$ cat src/rtl/lfsr_gen.sv
// rtl/lfsr_gen.sv - Fibonacci-style LFSR with seed load, zero-seed guard, optional wrap/step counter.
// Optional feature macro: LFSR_CNT_EN enables the start register, step counter and wrap pulse.
module lfsr_gen #(
    parameter int               WIDTH = 5,
    parameter logic [WIDTH-1:0] TAPS  = WIDTH'(5'h14),
    parameter logic [WIDTH-1:0] SEED  = {WIDTH{1'b1}}
) (
    input  logic             clk,
    input  logic             rst,
    input  logic             en,
    input  logic             load,
    input  logic [WIDTH-1:0] seed_in,
    output logic [WIDTH-1:0] data,
    output logic             bit_out,
    output logic             zero_seed,
    output logic             wrap,
    output logic [WIDTH-1:0] step_cnt
);

    logic [WIDTH-1:0] r_data;
    logic             r_zero_seed;
    logic             w_fb;
    logic [WIDTH-1:0] w_next;
    logic [WIDTH-1:0] w_load_val;
    logic             w_seed_zero;

    assign w_fb        = ^(r_data & TAPS);
    assign w_next      = {r_data[WIDTH-2:0], w_fb};
    assign w_seed_zero = (seed_in == '0);
    // An all-zero seed would lock the LFSR, so SEED is substituted.
    assign w_load_val  = w_seed_zero ? SEED : seed_in;

    always_ff @(posedge clk) begin
        if (rst) begin
            r_data      <= SEED;
            r_zero_seed <= 1'b0;
        end else if (load) begin
            r_data <= w_load_val;
            if (w_seed_zero) begin
                r_zero_seed <= 1'b1;
            end
        end else if (en) begin
            r_data <= w_next;
        end
    end

    assign data      = r_data;
    assign bit_out   = r_data[WIDTH-1];
    assign zero_seed = r_zero_seed;

`ifdef LFSR_CNT_EN
    logic [WIDTH-1:0] r_start;
    logic [WIDTH-1:0] r_cnt;
    logic             r_wrap;

    always_ff @(posedge clk) begin
        if (rst) begin
            r_start <= SEED;
            r_cnt   <= '0;
            r_wrap  <= 1'b0;
        end else if (load) begin
            r_start <= w_load_val;
            r_cnt   <= '0;
            r_wrap  <= 1'b0;
        end else if (en) begin
            if (w_next == r_start) begin
                r_wrap <= 1'b1;
                r_cnt  <= '0;
            end else begin
                r_wrap <= 1'b0;
                // Non-maximal taps may never return to start; hold at all-ones.
                if (r_cnt != {WIDTH{1'b1}}) begin
                    r_cnt <= r_cnt + WIDTH'(1);
                end
            end
        end else begin
            r_wrap <= 1'b0;
        end
    end

    assign wrap     = r_wrap;
    assign step_cnt = r_cnt;
`else
    assign wrap     = 1'b0;
    assign step_cnt = '0;
`endif

endmodule

$ cat config.mk
export PLATFORM = sky130hd
export DESIGN_NAME = lfsr_gen
export DESIGN_NICKNAME = d
export VERILOG_FILES = /design/src/rtl/lfsr_gen.sv
export SDC_FILE = /design/constraint.sdc
export NUM_CORES = 1
export LEC_CHECK = 0
export CAP_MARGIN = 25
export CORE_AREA = 2 2 39 41
export DETAILED_ROUTE_END_ITERATION = 10
export DIE_AREA = 0 0 41 43
export PLACE_DENSITY = 0.63
export SYNTH_ARGS = -nofsm -noshare
export SYNTH_HDL_FRONTEND = slang
export SYNTH_SLANG_ARGS = --single-unit
$ cat constraint.sdc
create_clock -name clk -period 1.3 [get_ports clk]
set_clock_uncertainty 0.2 [all_clocks]
set_input_delay 0.13 -clock clk [delete_from_list [all_inputs] [get_ports clk]]
set_output_delay 0.13 -clock clk [all_outputs]
set_load 0.1 [all_outputs]
## After elaboration in Yosys (flattened, before gate mapping)

Index checks and enable logic that the tools add are counted.

| storage, ports and cells | value |
|---|---|
| flip-flop bits (word level) | 6 |
| input bits | 9 |
| output and inout bits | 13 |
| word-level logic and storage cells | 9 |

| cells by class | value |
|---|---|
| muxes and demuxes | 3 |
| reduce and logical (&&, ||, !) cells | 4 |

Operators by type and width:

| kind | count |
|---|---|
| 5-bit two-way mux | 3 |
| 5-bit logical NOT | 1 |
| 5-bit XOR reduction | 1 |
| 2-bit AND reduction | 1 |
| 2-bit nonzero test | 1 |

## Longest topological paths before layout

| depth | value |
|---|---|
| depth after elaboration | 3 |
| gate-level depth with buffers | 4 |
| gate-level depth less buffers | 3 |

## Worst setup path before layout

Ideal clock, no wire load.

| path | value |
|---|---|
| path kind | register to output |
| start | reg r_data[4] (netlist: data[4]) |
| end | out data[4] |
| arrival | 1.399 ns |
| data required time | 0.970 ns |
| setup slack | -0.429 ns |
| stages on the path, launching flop included | 2 |
| path buffers | 1 |
| path through | dfxtp_1 > buf_4 |

RTL lines:

| what | line | RTL |
|---|---|---|
| from (decl) | 20 | `logic [WIDTH-1:0] r_data;` |
| from (signal assigned) | 38 | `r_data <= w_load_val;` |
| from (signal assigned) | 43 | `r_data <= w_next;` |
| to (decl) | 13 | `output logic [WIDTH-1:0] data,` |

No word-level cell between the ends.

## Final worst setup path

| path | value |
|---|---|
| start | in seed_in[4] |
| end | reg r_data[1] (netlist: data[1]) |

| between the ends | value |
|---|---|
| word-level cells in the longest chain between the ends | 3 |

Ends and longest elaborated chain:

| what | line | RTL |
|---|---|---|
| from (decl) | 12 | `input logic [WIDTH-1:0] seed_in,` |
| 5-bit logical NOT | 29 | `assign w_seed_zero = (seed_in == '0);` |
| 5-bit two-way mux | 31 | `assign w_load_val = w_seed_zero ? SEED : seed_in;` |
| 5-bit two-way mux | 37 | `end else if (load) begin` |

Every way passes these cells.
A chain may end at the register's enable or synchronous reset.

==> metrics.yaml <==
status:
  status: "finished, final reports clean"
grt:
  antenna_found_initial: 0
  grt_pass1_vias: 351
  gr-total-overflow: 0
  grt_max_degree: 9
  globalRouteTotalUtil_pct: 13.96
  grt_pass1_wl_um: 1538
cts:
  cts_max_level: 1
  cts_buffer_depth: 2
  insertion_delay_ps: 260
  clkTransAtPathRegs_ps: 50
  cts_tree: "yes"
  root_buffer: "clkbuf_4"
  cts.sinks: 6
  hold_buffers: 0
  cts_made_buffers: 3
floorplan:
  die_area_um2: 1763
  rows: 14
  initial_core_util_pct: 26.67
  dieWidth_um: 41
  die_y_um: 43
  coreArea_um2: 1384
  io_pins: 22
sta:
  timing.final.hold_violations: 0
  period_share_pct: 95.10
  fmax_ghz: 0.8089
  finalWorstSetupSlack_ps: 63.73
  rsz0062_at_grt: "false"
  slew_violations: 0
  setup_violations: 0
  finalCriticalPeriod_ps: 1236
  finalSetupTns_ps: 0
worst_setup_path:
  startpoint: "seed_in[4]"
  worstPathMaxFanout: 6
  crit_type: "in -> reg"
  critical_path.endpoint: "data[1]$_SDFFE_PP1P_"
  cp.arrival_ps: 1170
  reg2reg_depth: 3
  required_ps: 1230
  start_kind: "input pin"
  r2r-start: "data[0]$_SDFFE_PP1P_"
  worst_setup_path_end_kind: "register"
  rrSetupSlack_ps: 170
  r2r-end: "data[1]$_SDFFE_PP1P_"
cells_and_area:
  fin_nets: 74
  fillers: 123
  area_growth_pct: 83.73
  fin_cells: 79
  n_antenna_cell: 0
  stdcell_area_um2: 678.2
  drive_gt1_share_pct: 42.86
  fin_util_pct: 49.01
yosys:
  synth_warnings: 0
  ys_ff_latch: 6
  synth_area_per_cell_um2: 8.788
  synth.distinct_cells: 16
  syn_inst: 42
  ys_seq_area_share_pct: 32.54
  ys_top_cells_by_area: "dfxtp_1, buf_4, nor2b_1"
  synth_top_area_share_pct: 32.54
  syn_area_um2: 369.1
  synth_top_cell_by_area: "dfxtp_1"
place:
  pre_cts_slack_ps: -326.3
  place.gp.congestion: 0.8112
  dp_hpwl_um: 626.6
  portBuffers: 15
  place_area_um2: 615.6
  dp_cells: 74
power:
  p_per_area_nw_per_um2: 1129
  switching_share_pct: 45.21
  pwr-share-comb_pct: 46.9
  seq_power_share_pct: 28.6
  p_int_mw: 0.4195
  p_sw_mw: 0.3461
  power_frac_clock_pct: 24.5
  leakagePower_nw: 0.2964
  vdd_drop_max_uv: 507.7
worst_hold_path:
  min_path_type: "in -> reg"
route:
  drc: 0
  drt.antenna.violating_nets: 0
  viasPerCell: 4.722
  drt_pre_antenna_iters: 3
  drt-initial-drc-count: 2
  routed_wl_um: 949
  vias: 373
  wire_per_inst_um: 12.01
run:
  cap_viol_max_count: 0
==> flip-flops by register name, indices dropped and copies added, names as in the netlist <==
register   cells
zero_seed      1
data           5
==> synth_stat cells (all sizes together) <==
cell	n
a221oi	3
xor2	1
o211ai	3
inv	1
nor2	2
o21ai	1
nor4	2
mux2i	1
buf	8
dfxtp	6
conb	1
a211oi	2
a21oi	2
nand2	3
nor2b	6
==> power by group through the flow <==
stage | logic [mW] | registers [mW] | clock network, mW
finish | 0.359 | 0.219 | 0.188
global route | 0.372 | 0.221 | 0.200
CTS | 0.354 | 0.220 | 0.195
detailed placement | 0.349 | 0.223 | 0
global placement | 0.348 | 0.223 | 0
floorplan | 0.154 | 0.313 | 0
==> timing repair <==
item                       4_1_cts  5_1_grt
setup endpoints to repair        4        5
buffers inserted                 2        0
gates resized for setup          5        4
pin swaps                        1        0
==> logic make-up after synthesis <==
group	after synthesis	share of synthesized area, %
DFF	6	32.54
xor gates and xnor gates	1	2.373
other	1	1.016
muxes	1	2.712
buffers and inverters	9	17.29
and+or+nand+nor	13	22.71
AOI/OAI and AO/OA	11	21.35
==> placed cells by master (no fill, tap or decap) <==
| master | Yosys | final |
|---|---|---|
| a211oi_1 | 2 | 1 |
| a211oi_2 | 0 | 1 |
| a21oi_1 | 2 | 2 |
| a221oi_2 | 0 | 3 |
| buf_12 | 0 | 7 |
| buf_4 | 8 | 6 |
| clkbuf_4 | 0 | 3 |
| clkdlybuf4s50_1 | 0 | 3 |
| conb_1 | 1 | 6 |
| dfxtp_2 | 0 | 2 |
| dfxtp_4 | 0 | 4 |
| dlygate4sd2_1 | 0 | 3 |
| dlymetal6s2s_1 | 0 | 2 |
| inv_1 | 1 | 1 |
| mux2i_1 | 1 | 1 |
| nand2_1 | 3 | 3 |
| nor2_1 | 2 | 2 |
| nor2b_1 | 6 | 6 |
| nor4_1 | 1 | 1 |
| nor4_4 | 1 | 1 |
| o211ai_1 | 3 | 3 |
| o21ai_0 | 1 | 1 |
| xor2_1 | 1 | 1 |
==> metrics by stage <==
stage / hold slack, ps / power, mW
2_1_floorplan: -5.030 / 0.4670
3_3_place_gp: 296.6 / 0.5707
3_5_place_dp: 291.7 / 0.5714
4_1_cts: 142.1 / 0.7677
5_1_grt: 146.4 / 0.7938
6_report: 111.9 / 0.7656
==> how the worst min path moves through the flow <==
stage,endpoint,start,cells after the start,slack [ps]
after floorplan,zero_seed$_SDFFE_PP0P_,rst,1,-5
after global routing,data[2]$_SDFFE_PP1P_,seed_in[2],3,150
after CTS,data[4]$_SDFFE_PP1P_,load,3,140
after detailed placement,zero_seed$_SDFFE_PP0P_,zero_seed$_SDFFE_PP0P_,2,290
final,data[2]$_SDFFE_PP1P_,seed_in[2],3,110
after global placement,zero_seed$_SDFFE_PP0P_,zero_seed$_SDFFE_PP0P_,2,300
==> area by class of cell <==
| class | instances | area, µm² | area share, % |
|---|---|---|---|
| flip-flops and latches | 6 | 137.6 | 20.30 |
| multi-input cells | 32 | 227.7 | 33.58 |
| inverters | 1 | 3.754 | 0.5535 |
| repair buffers | 21 | 266.5 | 39.30 |
| well taps | 16 | 20.02 | 2.952 |
| clock buffers | 3 | 22.52 | 3.321 |
==> layer usage <==
metal  global-route usage, %  wire, µm  vias to the layer above
li1                        -         -                      181
met1                   17.04       399                      171
met2                   18.44       434                       17
met3                   3.141        66                        4
met4                   14.00        48                        0
met5                       0         0                        -
==> critical path, cell delays in order <==
cell	delay, ps
clkdlybuf4s50_1	460
nor2b_1	50
buf_4	160
a221oi_2	260
o211ai_1	110
(Power assumes the default switching activity.)
